**src/rtl/alu_pkg.sv**
```systemverilog
// Shared ALU opcode encodings, controller state type and illegal-op check
// for the time-shared ALU controller.
package alu_pkg;

  localparam int ALU_OP_W = 4;

  localparam logic [ALU_OP_W-1:0] ALU_AND = 4'd0;
  localparam logic [ALU_OP_W-1:0] ALU_OR  = 4'd1;
  localparam logic [ALU_OP_W-1:0] ALU_ADD = 4'd2;
  localparam logic [ALU_OP_W-1:0] ALU_XOR = 4'd3;
  localparam logic [ALU_OP_W-1:0] ALU_SLL = 4'd4;
  localparam logic [ALU_OP_W-1:0] ALU_SRL = 4'd5;
  localparam logic [ALU_OP_W-1:0] ALU_SUB = 4'd6;
  localparam logic [ALU_OP_W-1:0] ALU_SLT = 4'd7;
  localparam logic [ALU_OP_W-1:0] ALU_MUL = 4'd8;
  localparam logic [ALU_OP_W-1:0] ALU_NOR = 4'd9;

  typedef enum logic {
    S_IDLE,
    S_EXEC
  } state_t;

  function automatic logic op_illegal(input logic [ALU_OP_W-1:0] op);
    return (op > ALU_NOR);
  endfunction

endpackage

```
**src/rtl/ALU32Bit.sv**
```systemverilog
// Combinational 32-bit ALU; opcodes outside the defined set produce zero
// so nothing undefined can reach the result register.
module ALU32Bit
  import alu_pkg::*;
(
  input  logic [ALU_OP_W-1:0] ALUControl,
  input  logic [31:0]         A,
  input  logic [31:0]         B,
  input  logic [4:0]          Shamt,
  output logic [31:0]         ALUResult
);

  always_comb begin
    ALUResult = '0;
    case (ALUControl)
      ALU_AND: ALUResult = A & B;
      ALU_OR:  ALUResult = A | B;
      ALU_ADD: ALUResult = A + B;
      ALU_XOR: ALUResult = A ^ B;
      ALU_SLL: ALUResult = B << Shamt;
      ALU_SRL: ALUResult = B >> Shamt;
      ALU_SUB: ALUResult = A - B;
      ALU_SLT: ALUResult = {31'b0, ($signed(A) < $signed(B))};
      ALU_MUL: ALUResult = $signed(A) * $signed(B);
      ALU_NOR: ALUResult = ~(A | B);
      default: ALUResult = '0;
    endcase
  end

endmodule

```
**src/rtl/rr_pick.sv**
```systemverilog
// Round-robin one-hot picker: first asserted request at or after ptr_i,
// wrapping modulo N.
module rr_pick #(
  parameter int N = 4
) (
  input  logic [N-1:0] req_i,
  input  logic [2:0]   ptr_i,
  output logic [N-1:0] gnt_o,
  output logic [2:0]   idx_o
);

  localparam int IW = (N > 1) ? $clog2(N) : 1;

  logic          found;
  int unsigned   s;
  logic [IW-1:0] si;

  always_comb begin
    gnt_o = '0;
    idx_o = '0;
    found = 1'b0;
    s     = 0;
    si    = '0;
    for (int unsigned k = 0; k < N; k++) begin
      s = 32'(ptr_i) + k;
      if (s >= N) s = s - N;
      si = IW'(s);
      if (!found && req_i[si]) begin
        found     = 1'b1;
        gnt_o[si] = 1'b1;
        idx_o     = 3'(s);
      end
    end
  end

endmodule

```
**src/rtl/alu_share_ctrl.sv**
```systemverilog
// Round-robin controller time-sharing one ALU32Bit among NUM_REQ requesters;
// results return as a one-cycle tagged pulse.
module alu_share_ctrl
  import alu_pkg::*;
#(
  parameter int NUM_REQ = 4,
  parameter int MUL_LAT = 3
) (
  input  logic                      Clk,
  input  logic                      Reset,
  input  logic [NUM_REQ-1:0]        req_valid,
  input  logic [4*NUM_REQ-1:0]      req_op,
  input  logic [32*NUM_REQ-1:0]     req_a,
  input  logic [32*NUM_REQ-1:0]     req_b,
  input  logic [5*NUM_REQ-1:0]      req_shamt,
  output logic [NUM_REQ-1:0]        req_ready,
  output logic [NUM_REQ-1:0]        resp_valid,
  output logic [2:0]                resp_id,
  output logic [31:0]               resp_data,
  output logic                      resp_err,
  output logic                      busy
);

  state_t                state_q;
  logic [2:0]            cnt_q, cnt_d;
  logic [2:0]            rr_ptr_q, rr_ptr_d;
  logic [ALU_OP_W-1:0]   op_q;
  logic [31:0]           a_q, b_q;
  logic [4:0]            shamt_q;
  logic [2:0]            id_q;
  logic [NUM_REQ-1:0]    resp_valid_q;
  logic [2:0]            resp_id_q;
  logic [31:0]           resp_data_q;
  logic                  resp_err_q;

  logic [NUM_REQ-1:0]    pick_gnt;
  logic [2:0]            pick_idx;
  logic                  window, accept, finish;
  logic [ALU_OP_W-1:0]   sel_op;
  logic [31:0]           sel_a, sel_b;
  logic [4:0]            sel_shamt;
  logic [31:0]           alu_res;
  logic [NUM_REQ-1:0]    id_onehot;

  rr_pick #(.N(NUM_REQ)) u_pick (
    .req_i (req_valid),
    .ptr_i (rr_ptr_q),
    .gnt_o (pick_gnt),
    .idx_o (pick_idx)
  );

  ALU32Bit u_alu (
    .ALUControl (op_q),
    .A          (a_q),
    .B          (b_q),
    .Shamt      (shamt_q),
    .ALUResult  (alu_res)
  );

  // cnt_q is only nonzero while a MUL is still occupying the ALU
  assign window    = (state_q == S_IDLE) || (cnt_q == '0);
  assign finish    = (state_q == S_EXEC) && (cnt_q == '0);
  assign req_ready = window ? pick_gnt : '0;
  assign accept    = |(req_valid & req_ready);

  always_comb begin
    sel_op    = '0;
    sel_a     = '0;
    sel_b     = '0;
    sel_shamt = '0;
    for (int unsigned i = 0; i < NUM_REQ; i++) begin
      if (pick_gnt[i]) begin
        sel_op    = req_op[4*i +: 4];
        sel_a     = req_a[32*i +: 32];
        sel_b     = req_b[32*i +: 32];
        sel_shamt = req_shamt[5*i +: 5];
      end
    end
  end

  always_comb begin
    id_onehot = '0;
    for (int unsigned i = 0; i < NUM_REQ; i++) begin
      id_onehot[i] = (id_q == 3'(i));
    end
  end

  assign rr_ptr_d = (pick_idx == 3'(NUM_REQ - 1)) ? '0 : pick_idx + 3'd1;
  assign cnt_d    = (sel_op == ALU_MUL) ? 3'(MUL_LAT - 1) : '0;

  always_ff @(posedge Clk) begin
    if (Reset) begin
      state_q      <= S_IDLE;
      cnt_q        <= '0;
      rr_ptr_q     <= '0;
      op_q         <= '0;
      a_q          <= '0;
      b_q          <= '0;
      shamt_q      <= '0;
      id_q         <= '0;
      resp_valid_q <= '0;
      resp_id_q    <= '0;
      resp_data_q  <= '0;
      resp_err_q   <= 1'b0;
    end else begin
      resp_valid_q <= '0;
      if (finish) begin
        resp_valid_q <= id_onehot;
        resp_id_q    <= id_q;
        resp_data_q  <= op_illegal(op_q) ? '0 : alu_res;
        resp_err_q   <= op_illegal(op_q);
      end
      if (state_q == S_EXEC && cnt_q != '0) begin
        cnt_q <= cnt_q - 3'd1;
      end
      if (accept) begin
        op_q     <= sel_op;
        a_q      <= sel_a;
        b_q      <= sel_b;
        shamt_q  <= sel_shamt;
        id_q     <= pick_idx;
        rr_ptr_q <= rr_ptr_d;
        cnt_q    <= cnt_d;
        state_q  <= S_EXEC;
      end else if (finish) begin
        state_q <= S_IDLE;
      end
    end
  end

  assign resp_valid = resp_valid_q;
  assign resp_id    = resp_id_q;
  assign resp_data  = resp_data_q;
  assign resp_err   = resp_err_q;
  assign busy       = (state_q == S_EXEC);

endmodule

```
**config.mk**
```make
export PLATFORM = sky130hd
export DESIGN_NAME = alu_share_ctrl
export DESIGN_NICKNAME = d
export VERILOG_FILES = /design/src/rtl/alu_pkg.sv /design/src/rtl/ALU32Bit.sv /design/src/rtl/rr_pick.sv /design/src/rtl/alu_share_ctrl.sv
export SDC_FILE = /design/constraint.sdc
export NUM_CORES = 2
export LEC_CHECK = 0
export CAP_MARGIN = 20
export CORE_ASPECT_RATIO = 1.75
export CORE_UTILIZATION = 60
export DETAILED_ROUTE_END_ITERATION = 10
export GPL_ROUTABILITY_DRIVEN = 0
export PLACE_DENSITY = 0.95
export SYNTH_ARGS = -nofsm -noshare
export SYNTH_HDL_FRONTEND = slang
export SYNTH_SLANG_ARGS = --single-unit
```
**constraint.sdc**
```tcl
create_clock -name Clk -period 17.5 [get_ports Clk]
set_input_delay 1.75 -clock Clk [delete_from_list [all_inputs] [get_ports Clk]]
set_output_delay 1.75 -clock Clk [all_outputs]
set_load 0.02 [all_outputs]
```
==> flow_metrics.env, run 1 <==
export IMPL_synth_top_family_by_area="adder cells"
export IMPL_synth_distinct_cells=81
export IMPL_cts_root_buf="clkbuf_16"
export IMPL_clock_sinks=123
export IMPL_yosysSeqAreaShare_pct=8.07
export IMPL_rows=109
export IMPL_synth_common_cells="nor2_1 (608), inv_1 (511), fa_1 (410), nand2_1 (362), ha_1 (253)"
export IMPL_die_x_um=172
export IMPL_cts_setup_buffers=0
export IMPL_synth_top_area_share_pct=26.9
export IMPL_synthMuxAreaShare_pct=4.48
export IMPL_synthArstFlopShare_pct=0
export IMPL_outcome="aborted with a tool error"
export IMPL_ctsResizeCount=0
export IMPL_ys_ff_latch=123
export IMPL_cts_buffers=17
export IMPL_synth_xor_area_share_pct=2.41
export IMPL_grt_max_degree=96
export IMPL_synth_edff_count=0
export IMPL_grt_pass1_vias=37300
export IMPL_die_h_um=300
export IMPL_synth_adder_area_share_pct=37.3
export IMPL_syn_area_per_cell_sq_um=7.80
export IMPL_ctsHoldBuffers=0
export IMPL_synth_compound_area_share_pct=19.7
export IMPL_synth_most_common_cell="nor2_1"
export IMPL_cts_max_level=4
export IMPL_synth_cells=3911
export IMPL_clockBufferDepth=2
export IMPL_io_buffers=342
export IMPL_synth_top_area_cell="fa_1"
export IMPL_yosysWarningCount=0
export IMPL_firstError="[ERROR GRT-0116] Global routing finished with congestion. Check the congestion regions in the DRC Viewer."
export IMPL_io_pins=343
export IMPL_grt_pass1_wl_mm=236
export IMPL_placed_area_sq_um=33900
export IMPL_synth_top_cells_by_area="fa_1 (27%), ha_1 (10%), dfxtp_1 (8.1%)"
export IMPL_grt_overflow_total=51
export IMPL_initial_utilization_pct=60.6
export IMPL_synthSimpleGateAreaFrac_pct=17.3
export IMPL_lastStage="5_1_grt"
export IMPL_syn_area_sq_um=30500
export IMPL_syn_nets=4872
export IMPL_dp_hpwl_mm=102
export IMPL_grt_use_total_pct=63.1
export IMPL_synth_top_flop_cell="dfxtp_1"
cells by family after synthesis:
kind of cell | after synthesis
mux | 108
buf+inv | 820
fa+ha+maj | 663
simple gates | 1255
flops | 123
compound gates | 858
xor+xnor | 84
stage by stage:
stage	std cells	hold WS, ns	setup slack, ns	utilization, %
after floorplan	3911	0.427	10.15	-
after global placement	4673	0.434	8.79	67.3
after detailed placement	4673	0.439	8.52	67.3
after CTS	4705	0.454	8.50	68.5
layer usage:
layer | overflow | global-route usage [%]
met2 | 35 | 82.1
met5 | 0 | 22.1
met4 | 15 | 61.9
met1 | 1 | 61.8
met3 | 0 | 45.5
==> run 2, diff against run 1 <==
--- a/config.mk
+++ b/config.mk
@@ -6,11 +6,10 @@
 export NUM_CORES = 2
 export LEC_CHECK = 0
 export CAP_MARGIN = 20
-export CORE_ASPECT_RATIO = 1.75
-export CORE_UTILIZATION = 60
+export CORE_UTILIZATION = 40
 export DETAILED_ROUTE_END_ITERATION = 10
 export GPL_ROUTABILITY_DRIVEN = 0
-export PLACE_DENSITY = 0.95
+export PLACE_DENSITY_LB_ADDON = 0.15
 export SYNTH_ARGS = -nofsm -noshare
 export SYNTH_HDL_FRONTEND = slang
 export SYNTH_SLANG_ARGS = --single-unit
==> run 2 against run 1 <==
- the run now ends clean
- synthesized area stayed put
- synthesized cell count stayed put
==> flow_metrics.env, run 2 <==
export IMPL_outcome="complete, no violations"
export IMPL_synth_cells=3911
export IMPL_synth_top_cells_by_area="fa_1 (27%), ha_1 (10%), dfxtp_1 (8.1%)"
export IMPL_worst_clock_skew_ns=0.0169
export IMPL_grt_overflow_total=0
export IMPL_worstPathRequired_ns=17.85
export IMPL_initial_utilization_pct=40.7
export IMPL_fp_dieArea_sq_um=77300
export IMPL_die_h_um=278
export IMPL_drt_drc_violations_left=0
export IMPL_cts_tree="done"
export IMPL_relSlewSlack_pct=22.4
export IMPL_rows=100
export IMPL_syn_area_per_cell_sq_um=7.80
export IMPL_hold_path_class="reg -> reg"
export IMPL_yosysSeqAreaShare_pct=8.07
export IMPL_crit_type="reg -> reg"
export IMPL_cts_buffers=17
export IMPL_grt_pass1_wl_mm=203
export IMPL_grt_pass1_vias=30400
export IMPL_ctsHoldBuffers=0
export IMPL_worstMarginPinSlew_ns=1.13
export IMPL_dp_hpwl_mm=108
export IMPL_num_vias=31100
export IMPL_io_pins=343
export IMPL_clk_pin_slew_worst_paths_ns=0.08
export IMPL_clock_latency_ns=0.49
export IMPL_ys_ff_latch=123
export IMPL_place_ws_ns=8.87
export IMPL_cts_setup_buffers=0
export IMPL_dr_pass1_iters=10
export IMPL_fin_ws_ns=8.73
export IMPL_synth_top_flop_cell="dfxtp_1"
export IMPL_critPathCaptureType="flip-flop"
export IMPL_syn_area_sq_um=30500
export IMPL_critPathMaxFanout=18
export IMPL_crit_arrival_ns=9.12
export IMPL_finalCritPeriodShare_pct=50.1
export IMPL_max_clock_freq_ghz=0.114
export IMPL_fin_nets=5009
export IMPL_finalSetupViolCount=0
export IMPL_final_setup_tns_ns=0
export IMPL_synth_common_cells="nor2_1 (608), inv_1 (511), fa_1 (410), nand2_1 (362), ha_1 (253)"
export IMPL_cap_violations=0
export IMPL_ctsResizeCount=0
export IMPL_layout_commonest_cell="nor2_1"
export IMPL_core_area_sq_um=74900
export IMPL_cts_root_buf="clkbuf_16"
export IMPL_synthToLayoutAreaGrowth_pct=14.8
export IMPL_drive_above_1_share_pct=4.06
export IMPL_whs_ns=0.453
export IMPL_grt_use_total_pct=35.7
export IMPL_clockBufferDepth=2
export IMPL_wl_per_cell_um=27.5
export IMPL_grt_max_degree=89
export IMPL_synth_top_area_share_pct=26.9
export IMPL_synth_distinct_cells=81
export IMPL_wl_mm=138
export IMPL_viasPerCell=6.18
export IMPL_antenna_found_initial=6
export IMPL_synth_top_area_cell="fa_1"
export IMPL_synthArstFlopShare_pct=0
export IMPL_die_x_um=278
export IMPL_hold_viol_final=0
export IMPL_period_minus_slack_ns=8.77
export IMPL_final_cell_mix="nor2_1 (607), inv_1 (510), fa_1 (410), nand2_1 (362), clkdlybuf4s50_1 (341)"
export IMPL_maxSlewViolCount=0
export IMPL_worst_setup_path_start_kind="flip-flop"
export IMPL_rsz0062_at_grt="false"
export IMPL_drtAntennaViolNets=0
export IMPL_synth_most_common_cell="nor2_1"
export IMPL_yosysWarningCount=0
export IMPL_drtIter0Drc=4259
export IMPL_cts_max_level=4
export IMPL_synth_edff_count=0
export IMPL_io_buffers=342
export IMPL_clock_sinks=123
export IMPL_syn_nets=4872
==> run 2: cell counts after synthesis <==
Identical to the previous run, type by type.
==> run 2: layer usage <==
| layer | wire (um) | vias to the layer above | share of wire, % | track usage [%] |
|---|---|---|---|---|
| met3 | 17100 | 456 | 12 | 10.9 |
| met5 | 74 | - | 0.053 | 0.500 |
| met2 | 59000 | 2130 | 43 | 53.3 |
| met1 | 53100 | 15100 | 38 | 45.8 |
| li1 | - | 13400 | - | - |
| met4 | 9030 | 3 | 6.5 | 19.3 |
==> run 2: stage by stage <==
step                      instances  utilization [%]  instance area [sq um]
after floorplan                3911                -                  30500
after global placement         4997             45.9                  34400
after detailed placement       4997             45.9                  34400
after CTS                      5029             46.7                  35000
after global routing           5034             46.7                  35000
final                          5034             46.7                  35000
==> run 2: area by class of cell <==
cell class | count | area (sq um)
Fill cell | 7574 | 39900
Multi-Input combinational cell | 2968 | 24800
Timing Repair Buffer | 413 | 3960
Sequential cell | 123 | 2470
Inverter | 525 | 1970
Tap cell | 969 | 1210
Clock buffer | 19 | 454
Clock inverter | 13 | 129
Antenna cell | 4 | 10.0
==> run 2: path summary, 6_finish.rpt <==
| kind | endpoint | slack [ns] | cells past startpoint | startpoint |
|---|---|---|---|---|
| setup reg to reg | resp_data[30] | 8.73 | 26 | b_q[2] |
| hold reg to reg | resp_data[9] | 0.45 | 2 | resp_data[9] |
| hold / removal | resp_data[9] | 0.45 | 2 | resp_data[9] |
| setup / recovery | resp_data[30] | 8.73 | 26 | b_q[2] |
==> run 2: cells by family after synthesis <==
family                   Yosys count  synth area share (%)
AND/OR/NAND/NOR                 1255                  17.3
flip-flops                       123                  8.07
multiplexers                     108                  4.48
XOR/XNOR                          84                  2.41
AO/OA/AOI/OAI                    858                  19.7
adder cells (fa/ha/maj)          663                  37.3
buffers and inverters            820                  10.7
==> run 2: critical path, stage by stage, from the launching register on <==
cell      delay (ns)
dfxtp_1         0.61
clkinv_1        0.50
buf_4           0.38
nor2_1          0.18
fa_1            0.43
fa_1            0.50
inv_1           0.05
fa_1            0.46
fa_1            0.54
inv_1           0.06
fa_1            0.50
inv_1           0.05
fa_1            0.54
inv_1           0.05
fa_1            0.49
fa_1            0.41
ha_1            0.34
inv_1           0.13
o21bai_1        0.08
a21o_1          0.19
or4_1           0.41
o21a_1          0.25
o31ai_1         0.77
nor3_1          0.15
mux2i_1         0.16
o31ai_1         0.27
o211ai_1        0.12
Power of run 2 is not shown: default switching activity piles up to over one toggle a cycle in this logic, so the estimate is an artifact.
